<file path="src/rtl/mdr_mem_if.sv">
// MAR/MDR memory interface: latches address/data from the datapath bus and runs
// single read/write handshakes with memory. Optional wait timeout: MDR_TIMEOUT_EN.
module mdr_mem_if #(
  parameter int unsigned ADDR_W      = 9,
  parameter int unsigned TIMEOUT_CYC = 16
) (
  input  logic              clock,
  input  logic              clear_n,
  input  logic [31:0]       BusMuxOut,
  input  logic              MARin,
  input  logic              MDRin,
  input  logic              start_read,
  input  logic              start_write,
  input  logic [31:0]       mem_rdata,
  input  logic              mem_ack,
  output logic              mem_req,
  output logic              mem_we,
  output logic [ADDR_W-1:0] mem_addr,
  output logic [31:0]       mem_wdata,
  output logic [31:0]       MDR_Data_Out,
  output logic              busy,
  output logic              done,
  output logic              err
);

  localparam int unsigned DATA_W = 32;

  typedef enum logic [1:0] {
    IDLE    = 2'd0,
    RD_WAIT = 2'd1,
    WR_WAIT = 2'd2,
    DONE    = 2'd3
  } state_t;

  // A zero timeout would make the wait states exit immediately.
  if (TIMEOUT_CYC == 0) begin : g_bad_timeout
    $error("TIMEOUT_CYC must be non-zero");
  end

  state_t              state;
  state_t              state_nxt;
  logic [ADDR_W-1:0]   mar;
  logic [DATA_W-1:0]   mdr;
  logic                rd_load_c;
  logic                tmo_hit_c;
  logic                tmo_fire_c;
  logic                reg_en_c;

  // Next-state decode; ack wins over a coincident timeout.
  always_comb begin
    state_nxt  = state;
    rd_load_c  = 1'b0;
    tmo_fire_c = 1'b0;
    case (state)
      IDLE: begin
        if (start_read) begin
          state_nxt = RD_WAIT;
        end else if (start_write) begin
          state_nxt = WR_WAIT;
        end
      end
      RD_WAIT: begin
        if (mem_ack) begin
          state_nxt = DONE;
          rd_load_c = 1'b1;
        end else if (tmo_hit_c) begin
          state_nxt  = DONE;
          tmo_fire_c = 1'b1;
        end
      end
      WR_WAIT: begin
        if (mem_ack) begin
          state_nxt = DONE;
        end else if (tmo_hit_c) begin
          state_nxt  = DONE;
          tmo_fire_c = 1'b1;
        end
      end
      DONE:    state_nxt = IDLE;
      default: state_nxt = IDLE;
    endcase
  end

  always_ff @(posedge clock or negedge clear_n) begin
    if (!clear_n) begin
      state <= IDLE;
    end else begin
      state <= state_nxt;
    end
  end

  // Handshake outputs are registered from the next state so they line up with it.
  always_ff @(posedge clock or negedge clear_n) begin
    if (!clear_n) begin
      mem_req <= 1'b0;
      mem_we  <= 1'b0;
      busy    <= 1'b0;
      done    <= 1'b0;
    end else begin
      mem_req <= (state_nxt == RD_WAIT) || (state_nxt == WR_WAIT);
      mem_we  <= (state_nxt == WR_WAIT);
      busy    <= (state_nxt != IDLE);
      done    <= (state_nxt == DONE);
    end
  end

  assign reg_en_c = (state == IDLE) || (state == DONE);

  // Bus loads are locked out while a transfer is outstanding; read data beats a bus load.
  always_ff @(posedge clock or negedge clear_n) begin
    if (!clear_n) begin
      mar <= '0;
      mdr <= '0;
    end else begin
      if (reg_en_c && MARin) begin
        mar <= BusMuxOut[ADDR_W-1:0];
      end
      if (rd_load_c) begin
        mdr <= mem_rdata;
      end else if (reg_en_c && MDRin) begin
        mdr <= BusMuxOut;
      end
    end
  end

  assign mem_addr     = mar;
  assign mem_wdata    = mdr;
  assign MDR_Data_Out = mdr;

`ifdef MDR_TIMEOUT_EN
  localparam int unsigned CNT_W = $clog2(TIMEOUT_CYC + 1);

  logic [CNT_W-1:0] wait_cnt;
  logic             err_q;

  // Counter is held clear outside the wait states, so every entry starts at zero.
  always_ff @(posedge clock or negedge clear_n) begin
    if (!clear_n) begin
      wait_cnt <= '0;
      err_q    <= 1'b0;
    end else begin
      if ((state == RD_WAIT || state == WR_WAIT) && !mem_ack) begin
        wait_cnt <= wait_cnt + CNT_W'(1);
      end else begin
        wait_cnt <= '0;
      end
      if (tmo_fire_c) begin
        err_q <= 1'b1;
      end
    end
  end

  assign tmo_hit_c = (wait_cnt == CNT_W'(TIMEOUT_CYC - 1));
  assign err       = err_q;
`else
  assign tmo_hit_c = 1'b0;
  assign err       = 1'b0;
`endif

endmodule

</file>
<file path="config.mk">
export PLATFORM = sky130hd
export DESIGN_NAME = mdr_mem_if
export DESIGN_NICKNAME = d
export VERILOG_FILES = /design/src/rtl/mdr_mem_if.sv
export SDC_FILE = /design/constraint.sdc
export NUM_CORES = 1
export LEC_CHECK = 0
export ABC_AREA = 1
export CORE_MARGIN = 5
export CORE_UTILIZATION = 27
export DETAILED_ROUTE_END_ITERATION = 16
export PLACE_DENSITY = 0.68
export REMOVE_ABC_BUFFERS = 1
export SLEW_MARGIN = 20
export SYNTH_ARGS = -nofsm -noshare
export SYNTH_HDL_FRONTEND = slang
export SYNTH_SLANG_ARGS = --single-unit
</file>
<file path="constraint.sdc">
create_clock -name clock -period 1.6 [get_ports clock]
set_input_delay 0.4 -clock clock [delete_from_list [all_inputs] [get_ports clock]]
set_output_delay 0.4 -clock clock [all_outputs]
set_load 0.005 [all_outputs]
</file>
== Word level (Yosys, flattened, before mapping) ==
Cells that the tools add are included.
Storage, ports and cells
  register bits: 47
  latch bits: 0
  memory bits (writable): 0
  ROM bits: 0
  bits of input ports: 71
  output and inout bits: 78
  logic and storage cells: 29
  memories kept: 0
Cells by class
  $add $sub $neg: 0
  multipliers: 0
  div/mod/pow operators: 0
  order comparisons: 0
  equal/unequal tests: 6
  shifts and indexed selects: 0
  multiplexer cells: 8
  bitwise logic cells: 0
  reductions and logical operators: 8
Operators with widths (number)
  32-bit 2-to-1 mux: 2
  2-bit equality test, second input constant: 4
  2-bit 2-to-1 mux: 3
  2-bit case mux with 3 select lines: 1
  2-bit by 1-bit equality test with 1-bit output, second input constant: 2
  2-bit nonzero test: 2
  1-bit logical AND: 2
  2-bit logical NOT: 1
  1-bit logical OR: 2
  1-bit 2-to-1 mux: 2
  2-bit OR reduction: 1

== Logic depth before layout (Yosys ltp) ==
Gate-level depths: netlist (run 1).
  word-level depth: 5
  gate-level depth with buffers: 10
  depth with buffers taken out: 8

== Worst setup path after synthesis (run 1) ==
No wires, ideal clock.
  path type: reg2reg
  start point: reg state[0]
  end point: reg mem_req
  library setup time: 0.113 ns
  data arrival time: 1.317 ns
  data required time: 1.487 ns
  setup slack: 0.170 ns
  stages on the path, launching flop included: 9
  buffers on the path: 0
  period minus slack after synthesis: 1.430 ns
  cells stage by stage: dfrtp_1 -> inv_1 -> ha_1 -> inv_1 -> nor2_1 -> nand2_1 -> o21ai_0 -> ha_1 -> inv_1
On the way
  cells in the longest elaborated chain, start to end: 5
  elaborated cells on any way between the ends: 12
  classes of those cells: eq/ne: 5; mux: 4; reduce/logical: 3
Ends and longest elaborated chain
  from (decl): line 40  | state_t state;
  from (signal assigned): line 88  | state <= state_nxt;
  2-bit equality test, or another cell as far along: line 54  | case (state)
  2-bit OR reduction (no source line) or 2-bit 2-to-1 mux (tied branches)
  2-bit case mux with 3 select lines (*): line 54
  2-bit by 1-bit equality test with 1-bit output or 2-bit equality test (tied branches): line 100  | mem_req <= (state_nxt == RD_WAIT) || (state_nxt == WR_WAIT);
  1-bit logical OR (*): line 100
  to (signal assigned): line 100
  to (decl): line 16  | output logic mem_req,
Every way passes the cells marked *; elsewhere a longest branch is shown, timed or not.
A chain may end at the register's enable or synchronous reset.

== Final worst setup path (run 1) ==
  start point: reg mar[6] (netlist: mem_addr[6])
  end point: out mem_addr[6]
RTL lines
  from (decl): line 42  | logic [ADDR_W-1:0] mar;
  from (signal assigned): line 116  | mar <= BusMuxOut[ADDR_W-1:0];
  to (decl): line 18  | output logic [ADDR_W-1:0] mem_addr,
No word-level cell between the ends.

==> run_results.csv, run 1 <==
group,metric,value,unit
outcome,status,"complete, no violations",
detailed_routing,ant_nets,0,
grt,use_met2,24.76,%
timing,hold_viol,0,
clocking,clock_latency,0.30,ns
grt,grtUsageMet3,4.267,%
final_layout,layout.nets,575,
pwr,leakagePower,0.002563,uW
critical_path,crit_start,"mem_addr[6]$_DFFE_PN0P_",
logic_synthesis,synth_area,2725,um2
floorplanning,io_pins,149,
critical_path,r2r_start,"state[0]$_DFF_PN0_",
grt,antenna_found_initial,0,
logic_synthesis,synth_warnings,0,
place,place_ws,-0.1335,ns
grt,grt_usage,13.77,%
critical_path,crit_fanout,2,
clocking,clkTransAtPathRegs,0.10,ns
timing,setup_violations,0,
place,place_area,4125,um2
critical_path,cpMaxStageDelayCell,"clkdlybuf4s50_1",
place,hpwl,6.547,mm
logic_synthesis,ys_seq_area_share,43.16,%
logic_synthesis,yosys.area_share.adder,2.296,%
logic_synthesis,synthMuxAreaShare,0,%
place,placedCellCount,602,
final_layout,num_antenna_cells,0,
logic_synthesis,ys_ff_latch,47,
logic_synthesis,synth_compound_area_share,0.5510,%
logic_synthesis,synth-xor-area-share,0,%
clocking,cts_tree,"done",
grt,grt_max_degree,33,
floorplanning,die-area,12200,um2
detailed_routing,num_vias,2753,
critical_path,path_buf_inv,1,
timing,fmax,634.1,MHz
grt,gr-max-usage-layer,"met2",
final_layout,final_layout_size_suffix_gt1_share,13.40,%
final_layout,synthToLayoutAreaGrowth,63.13,%
timing,period_minus_slack,1.577,ns
floorplanning,initial_core_util,27.75,%
floorplanning,die_w,110.5,um
floorplanning,die_h,110.5,um
floorplanning,design.core.area,9819,um2
place,routabilityCongestion,0.7686,
critical_path,critPathRequiredTime,1.20,ns
detailed_routing,first_iter_violations,106,
logic_synthesis,syn_area_per_cell,7.570,um2
timing,fin_skew,0.01333,ns
pwr,p_per_area,1728,nW/um2
clocking,cts_buffers,5,
critical_path,crit_path_cell_trace,"clkdlybuf4s50_1",
pwr,power,7680,uW
critical_path,end_kind,"output port",
flow_run,maxCapViolCount,0,
logic_synthesis,synth_top_family_by_area,"simple AND/OR/NAND/NOR gates",
timing,maxSlewViolCount,0,
critical_path,critPathKind,"flop to output port",
logic_synthesis,synth_simple_gate_area_share,37.74,%
grt,grt_overflow_total,0,
critical_path,cp_data_arrival_time,1.18,ns
grt,first_global_vias,2781,
logic_synthesis,syn_inst,360,
logic_synthesis,ys_types,16,
timing,layout_setup_ws,0.02284,ns
final_layout,fin_cells,633,
detailed_routing,wl,8.689,mm
clocking,htreeDepth,2,
final_layout,utilization,45.27,%
grt,grt_pass1_wl,14.23,mm
timing,post-route-period-util,98.57,%
detailed_routing,wl_per_cell,13.73,um
floorplanning,num_rows,36,
clocking,clock_sinks,47,
clocking,clockBufferDepth,2,
critical_path,crit_family,"buffers and inverters",
critical_path,critPathMaxStageDelay,0.51,ns
detailed_routing,drc_errors,0,
grt,grt_use_met1,16.41,%
detailed_routing,via_per_inst,4.349,
pwr,peakVddDrop,0.6951,mV
detailed_routing,drt_pass1_iterations,4,
final_layout,design_area,4446,um2
min_path,hp-class,"input port to asynchronous set/reset pin",
place,io_buffers,147,
clocking,clockRootBuffer,"clkbuf_8",
critical_path,start_kind,"flop",
worst paths after layout:
kind	slack, ns	cells after the start	endpoint
worst min-delay path	0.05	2	MDR_Data_Out[22]$_DFFE_PN0P_
min in group clock	0.47	2	mem_addr[2]$_DFFE_PN0P_
worst max register to register	0.11	8	mem_req$_DFF_PN0_
worst min register to register	0.47	2	mem_addr[2]$_DFFE_PN0P_
max in group asynchronous	1.22	2	mem_addr[1]$_DFFE_PN0P_
worst max-delay path	0.02	1	mem_addr[6]
synthesized netlist by cell type:
| cell | instances | area [um2] |
|---|---|---|
| dfrtp_1 | 47 | 1176 |
| ha_1 | 5 | 62.56 |
| o21ai_0 | 2 | 10.01 |
| buf_2 | 14 | 70.07 |
| nand2_4 | 1 | 11.26 |
| buf_12 | 1 | 20.02 |
| inv_1 | 9 | 33.78 |
| nor2_1 | 3 | 11.26 |
| clkbuf_1 | 1 | 3.750 |
| a21oi_1 | 1 | 5.000 |
| nand2_2 | 12 | 75.07 |
| conb_1 | 1 | 3.750 |
| buf_6 | 3 | 33.78 |
| nand2_1 | 148 | 555.5 |
| nand3_1 | 75 | 375.4 |
| buf_4 | 37 | 277.8 |
logic make-up after synthesis:
family,count (synthesis)
DFF,47
and+or+nand+nor,239
buffers and inverters,65
AOI/OAI and AO/OA,3
adders and majority gates,5
other,1
cell type report:
type	instances	area [um2]
flip-flops and latches	47	1176
repair buffers	188	1808
inverters	9	33.78
multi-input cells	248	1125
clock buffers	5	68.82
clock inverters	3	67.56
well taps	133	166.4
fillers	1019	5374
metrics by stage:
stage               hold WS [ns]  TNS [ns]
detailed placement        0.3869    -1.483
finish                   0.05421         0
floorplan                 0.1044    -30.97
CTS                      0.05763         0
global placement          0.3825    -1.005
global route             0.07710  -0.01149
layout by cell type, fill, tap and decap left out:
| cell type | instances |
|---|---|
| bufinv_16 | 2 |
| buf_4 | 38 |
| buf_12 | 3 |
| ha_1 | 4 |
| buf_2 | 1 |
| dlygate4sd2_1 | 47 |
| clkdlybuf4s50_1 | 77 |
| nor2_2 | 1 |
| nand2_1 | 148 |
| conb_1 | 1 |
| ha_4 | 1 |
| nand3_1 | 75 |
| clkbuf_8 | 5 |
| clkinvlp_4 | 1 |
| inv_1 | 7 |
| inv_2 | 2 |
| dlymetal6s2s_1 | 22 |
| nand2_4 | 1 |
| nand2_2 | 12 |
| dfrtp_1 | 47 |
| nor2_1 | 2 |
| o21ai_0 | 2 |
| a21oi_1 | 1 |
state kept, by name, indices dropped and copies added, names as in the netlist:
signal        flops
MDR_Data_Out     32
mem_addr          9
state             2
done              1
mem_req           1
mem_we            1
busy              1
timing repair:
| action | CTS | global route |
|---|---|---|
| pin swaps | 0 | 0 |
| buffers inserted | 19 | 4 |
| gates resized for setup | 47 | 26 |
| hold buffers | 0 | 0 |
| setup endpoints to repair | 61 | 34 |
routing by layer:
| metal | share of wire [%] | up-vias |
|---|---|---|
| li1 | - | 1378 |
| met1 | 43 | 1277 |
| met2 | 51 | 95 |
| met3 | 6.2 | 3 |
| met4 | 0.36 | 0 |
| met5 | 0 | - |
where the power goes:
| part | leakage [uW] | internal (uW) | total [uW] | switching (uW) |
|---|---|---|---|---|
| combinational | 0.00192 | 2380 | 4500 | 2120 |
| sequential | 0.000581 | 1780 | 2140 | 359 |
| clock | 0.0000644 | 623 | 1040 | 419 |
| total | 0.00256 | 4780 | 7680 | 2900 |
No activity file was read; power rests on OpenSTA's default activity.
==> inputs of run 2 (changes only) <==
Settings changed: GPL_TIMING_DRIVEN set to 0, SLEW_MARGIN 20 to 25.
==> run 2 against run 1 <==
Utilization is 0.56 points higher. Flip-flop and latch count stayed put. Design area is 1.2% higher. Sequential power hardly changed. Clock skew is 0.0046 ns lower. Via count is 2.6% higher. Critical path depth stayed put. First-iteration DRC count is 13% lower. Combinational power is 12% higher. Critical path type unchanged. Worst setup slack better by 0.013 ns. Die area stayed put.
==> run_results.csv, run 2 (synthesis results as in run 1) <==
group,metric,value,unit
timing,post-route-period-util,97.75,%
clocking,clock_latency,0.30,ns
critical_path,crit_family,"buffers and inverters",
floorplanning,die_h,110.5,um
detailed_routing,drt_pass1_iterations,4,
place,place_ws,-1.273,ns
grt,grt_overflow_total,0,
critical_path,crit_path_cell_trace,"clkdlybuf4s50_1",
timing,fin_skew,0.008750,ns
critical_path,start_kind,"flop",
timing,period_minus_slack,1.564,ns
final_layout,final_layout_size_suffix_gt1_share,14.06,%
place,routabilityCongestion,0.8186,
detailed_routing,route.met2.wl,4.945,mm
pwr,power,7862,uW
clocking,cts_tree,"done",
critical_path,critPathMaxStageDelay,0.51,ns
floorplanning,io_pins,149,
timing,hold_viol,0,
pwr,peakVddDrop,1.099,mV
critical_path,r2r_start,"state[1]$_DFF_PN0_",
clocking,cts_buffers,5,
critical_path,critPathKind,"flop to output port",
timing,relSlewSlack,58.70,%
final_layout,design_area,4501,um2
outcome,status,"complete, no violations",
min_path,hp-class,"input port to asynchronous set/reset pin",
timing,layout_setup_ws,0.03598,ns
detailed_routing,first_iter_violations,92,
detailed_routing,wl,10.06,mm
grt,grt_max_degree,48,
floorplanning,initial_core_util,27.75,%
critical_path,cp_data_arrival_time,1.16,ns
grt,grt_usage,15.57,%
timing,maxSlewViolCount,0,
detailed_routing,drt-met1-wl,4.422,mm
clocking,holdBufCountCts,0,
final_layout,layout_commonest_cell,"nand2_1",
pwr,leakagePower,0.002634,uW
critical_path,cpMaxStageDelayCell,"clkdlybuf4s50_1",
clocking,htreeDepth,2,
grt,first_global_vias,2864,
detailed_routing,num_vias,2824,
floorplanning,design.core.area,9819,um2
timing,fmax,639.4,MHz
critical_path,path_buf_inv,1,
critical_path,rrSetupSlack,0.06,ns
place,place_area,3983,um2
critical_path,ff2ff_path_depth,8,
final_layout,layout_common_cells,"147 x nand2_1, 75 x nand3_1, 73 x clkdlybuf4s50_1",
detailed_routing,topRoutingLayerUsed,"met4",
grt,antenna_found_initial,0,
critical_path,rr_endpoint,"mem_req$_DFF_PN0_",
timing,setup_violations,0,
timing,worst_slew_pin_slew,0.6195,ns
floorplanning,die-area,12200,um2
place,io_buffers,147,
detailed_routing,wl_met3,567,um
detailed_routing,drc_errors,0,
clocking,clock_sinks,47,
critical_path,crit_fanout,2,
final_layout,synthToLayoutAreaGrowth,65.15,%
clocking,clkTransAtPathRegs,0.09,ns
critical_path,crit_start,"MDR_Data_Out[28]$_DFFE_PN0P_",
floorplanning,num_rows,36,
critical_path,critPathRequiredTime,1.20,ns
pwr,p_per_area,1747,nW/um2
flow_run,maxCapViolCount,0,
detailed_routing,ant_nets,0,
place,hpwl,6.071,mm
timing,rsz0062_at_grt,"true",
final_layout,num_antenna_cells,0,
clocking,clockRootBuffer,"clkbuf_8",
detailed_routing,wl_per_cell,15.94,um
final_layout,largest_reg_flops,32,
grt,grt_pass1_wl,15.83,mm
detailed_routing,via_per_inst,4.475,
critical_path,end_kind,"output port",
final_layout,layout.nets,573,
clocking,clockBufferDepth,2,
floorplanning,die_w,110.5,um
[run 2: cell type report]
cell class	count	area, um2
clock buffers	5	68.82
clock inverters	3	15.01
fillers	1006	5319
inverters	9	37.54
multi-input cells	251	1236
flip-flops and latches	47	1176
well taps	133	166.4
repair buffers	183	1800
[run 2: through the flow]
step | hold slack (ns) | setup TNS (ns) | std cells | util, %
detailed placement | 0.4629 | -40.55 | 585 | 40.56
global placement | 0.4549 | -147.33 | 584 | 40.30
global route | 0.1553 | -0.1764 | 631 | 45.83
finish | 0.1141 | 0 | 631 | 45.83
CTS | 0.1281 | 0 | 620 | 44.02
floorplan | 0.1044 | -30.97 | 304 | -
[run 2: power breakdown]
part           internal (uW)  leakage (uW)  switching [uW]  total, uW
Sequential              1780      0.000581             355       2130
Clock                    300     0.0000477             411        711
Combinational           2530       0.00201            2490       5020
Total                   4610       0.00263            3250       7860
[run 2: how the worst max path moves through the flow]
stage | endpoint | slack, ns | cells past startpoint
floorplan | MDR_Data_Out[0]$_DFFE_PN0P_ | -0.97 | 6
global placement | MDR_Data_Out[3]$_DFFE_PN0P_ | -2.54 | 5
detailed placement | MDR_Data_Out[1]$_DFFE_PN0P_ | -1.27 | 6
CTS | mem_addr[4] | 0.001 | 1
global route | mem_req$_DFF_PN0_ | -0.05 | 8
finish | MDR_Data_Out[28] | 0.04 | 1
[run 2: repair_timing]
item / 4_1_cts / 5_1_grt
setup endpoints to repair: 92 / 71
hold endpoints to repair: 0 / 0
setup buffers: 25 / 10
resized for setup: 54 / 34
gates cloned: 2 / 1
pin swaps: 4 / 2
[run 2: per-layer routing]
layer	vias up	GRT usage, %
met4	0	2.874
met3	9	3.337
met1	1322	20.11
li1	1382	-
met5	-	0
met2	111	26.94
==> inputs of run 3 (changes only) <==
Settings changed: CTS_BUF_LIST set to sky130_fd_sc_hd__clkbuf_2, MAX_ROUTING_LAYER set to met4.
==> run 3 against run 2 <==
Clock skew grew 0.022 ns. Register-to-register slack hardly changed. Clock power is 28% lower. Sequential power about the same. First-iteration DRC count up 23%. Worst setup slack improved by 0.016 ns. Wire length decreased by 0.21%. Total power grew 0.20%. Critical path depth grew 7. Largest power group unchanged.
==> run_results.csv, run 3 (synthesis results as in run 1) <==
group,metric,value,unit
floorplanning,die_h,110.5,um
floorplanning,design.core.area,9819,um2
final_layout,fillCellCount,1009,
final_layout,final_layout_size_suffix_gt1_share,21.70,%
floorplanning,io_pins,149,
pwr,combPwrFrac,66.2,%
outcome,status,"complete, no violations",
critical_path,cp_data_arrival_time,1.92,ns
min_path,hp-class,"input port to flop",
detailed_routing,drc_errors,0,
place,routabilityCongestion,0.8308,
final_layout,num_antenna_cells,0,
detailed_routing,drt_pass1_iterations,4,
floorplanning,num_rows,36,
grt,grt_usage,16.22,%
timing,period_minus_slack,1.548,ns
detailed_routing,first_iter_violations,113,
grt,grt_max_degree,48,
final_layout,design_area,4431,um2
place,io_buffers,147,
flow_run,maxCapViolCount,0,
timing,post-route-period-util,96.74,%
detailed_routing,ant_nets,0,
place,place_area,3983,um2
timing,rsz0062_at_grt,"true",
clocking,htreeDepth,2,
pwr,p_int,4484,uW
grt,grt_overflow_total,0,
critical_path,ff2ff_path_depth,8,
critical_path,start_kind,"flop",
detailed_routing,num_vias,2878,
timing,fin_skew,0.03084,ns
min_path,min_path_cells,5,
timing,hold_viol,0,
pwr,p_per_area,1778,nW/um2
pwr,p_sw,3395,uW
timing,worst_slew_pin_slew,0.6184,ns
detailed_routing,via_per_inst,4.497,
critical_path,end_kind,"flop",
final_layout,layout_common_cells,"146 x nand2_1, 75 x nand3_1, 68 x clkdlybuf4s50_1",
pwr,leakagePower,0.002297,uW
timing,setup_violations,0,
floorplanning,initial_core_util,27.75,%
pwr,peakVddDrop,1.158,mV
critical_path,crit_fanout,7,
clocking,clock_sinks,47,
floorplanning,die-area,12200,um2
timing,maxSlewViolCount,0,
clocking,clkTransAtPathRegs,0.28,ns
clocking,clockBufferDepth,2,
timing,fmax,646.1,MHz
final_layout,layout_commonest_cell,"nand2_1",
timing,relSlewSlack,58.77,%
final_layout,synthToLayoutAreaGrowth,62.58,%
pwr,p_seq_share,27.3,%
detailed_routing,wl_per_cell,15.69,um
critical_path,critPathRequiredTime,1.97,ns
detailed_routing,wl,10.04,mm
final_layout,utilization,45.12,%
place,hpwl,6.071,mm
pwr,power_frac_clock,6.5,%
grt,grt_pass1_wl,15.94,mm
clocking,cts_tree,"done",
grt,first_global_vias,2941,
final_layout,layout.nets,582,
clocking,cts_buffers,5,
clocking,clock_latency,0.43,ns
final_layout,largest_reg_flops,32,
grt,antenna_found_initial,0,
clocking,clockRootBuffer,"clkbuf_2",
pwr,swShare,43.09,%
critical_path,critPathKind,"flop to flop",
floorplanning,die_w,110.5,um
[run 3: timing repair]
item | in CTS | in global routing
buffers inserted | 38 | 5
pin swaps | 4 | 3
gates cloned | 3 | 3
hold endpoints to repair | 47 | 0
hold buffers | 1 | 0
endpoints found under the setup margin | 113 | 103
gates resized for setup | 140 | 83
[run 3: cell type report]
| cell class | count | area (um2) | share of cell area [%] |
|---|---|---|---|
| Multi-Input combinational cell | 254 | 1290 | 29.12 |
| Clock inverter | 3 | 15.01 | 0.3389 |
| Clock buffer | 5 | 25.02 | 0.5648 |
| Tap cell | 133 | 166.4 | 3.756 |
| Inverter | 9 | 37.54 | 0.8472 |
| Sequential cell | 47 | 1176 | 26.55 |
| Timing Repair Buffer | 189 | 1720 | 38.83 |
[run 3: metrics by stage]
| stage | total power, uW | hold WS, ns | cells | setup TNS, ns | setup WS [ns] |
|---|---|---|---|---|---|
| CTS | 7539 | 0.4216 | 635 | -0.4404 | -0.07412 |
| floorplan | 3817 | 0.1044 | 304 | -30.97 | -0.9677 |
| global route | 8537 | 0.3890 | 640 | -0.1968 | -0.03689 |
| finish | 7878 | 0.4474 | 640 | 0 | 0.05214 |
| detailed placement | 6481 | 0.4629 | 585 | -40.55 | -1.273 |
| global placement | 6379 | 0.4549 | 584 | -147.33 | -2.542 |
[run 3: final timing paths]
path,startpoint,end,slack [ns]
hold reg to reg,mem_addr[6]$_DFFE_PN0P_,mem_addr[6]$_DFFE_PN0P_,0.52
min in group asynchronous,clear_n,MDR_Data_Out[5]$_DFFE_PN0P_,0.48
max in group asynchronous,clear_n,state[1]$_DFF_PN0_,0.68
hold / removal,mem_ack,MDR_Data_Out[8]$_DFFE_PN0P_,0.45
setup reg to reg,state[1]$_DFF_PN0_,MDR_Data_Out[21]$_DFFE_PN0P_,0.05
setup / recovery,state[1]$_DFF_PN0_,MDR_Data_Out[21]$_DFFE_PN0P_,0.05
[run 3: power by group through the flow]
stage	combinational [uW]	clock (uW)	sequential, uW
finish	5210	511	2150
global route	5720	589	2230
CTS	4900	541	2090
detailed placement	4260	0	2220
global placement	4180	0	2200
floorplan	1550	0	2270
[run 3: worst max-delay path, cell delays in order (launching register included)]
cell and delay, ns:
dfrtp_1 0.43, inv_2 0.08, ha_4 0.29, clkinvlp_4 0.10, buf_6 0.15, nand2_8 0.16, buf_4 0.15, nand3_1 0.07
nand2_1 0.08
[run 3: routing by layer]
layer	share of wire (%)	global-route usage (%)	vias up
met3	5.8	3.556	11
met5	0	-	-
li1	-	-	1403
met1	44	20.01	1340
met2	49	27.39	124
met4	1.1	3.366	0
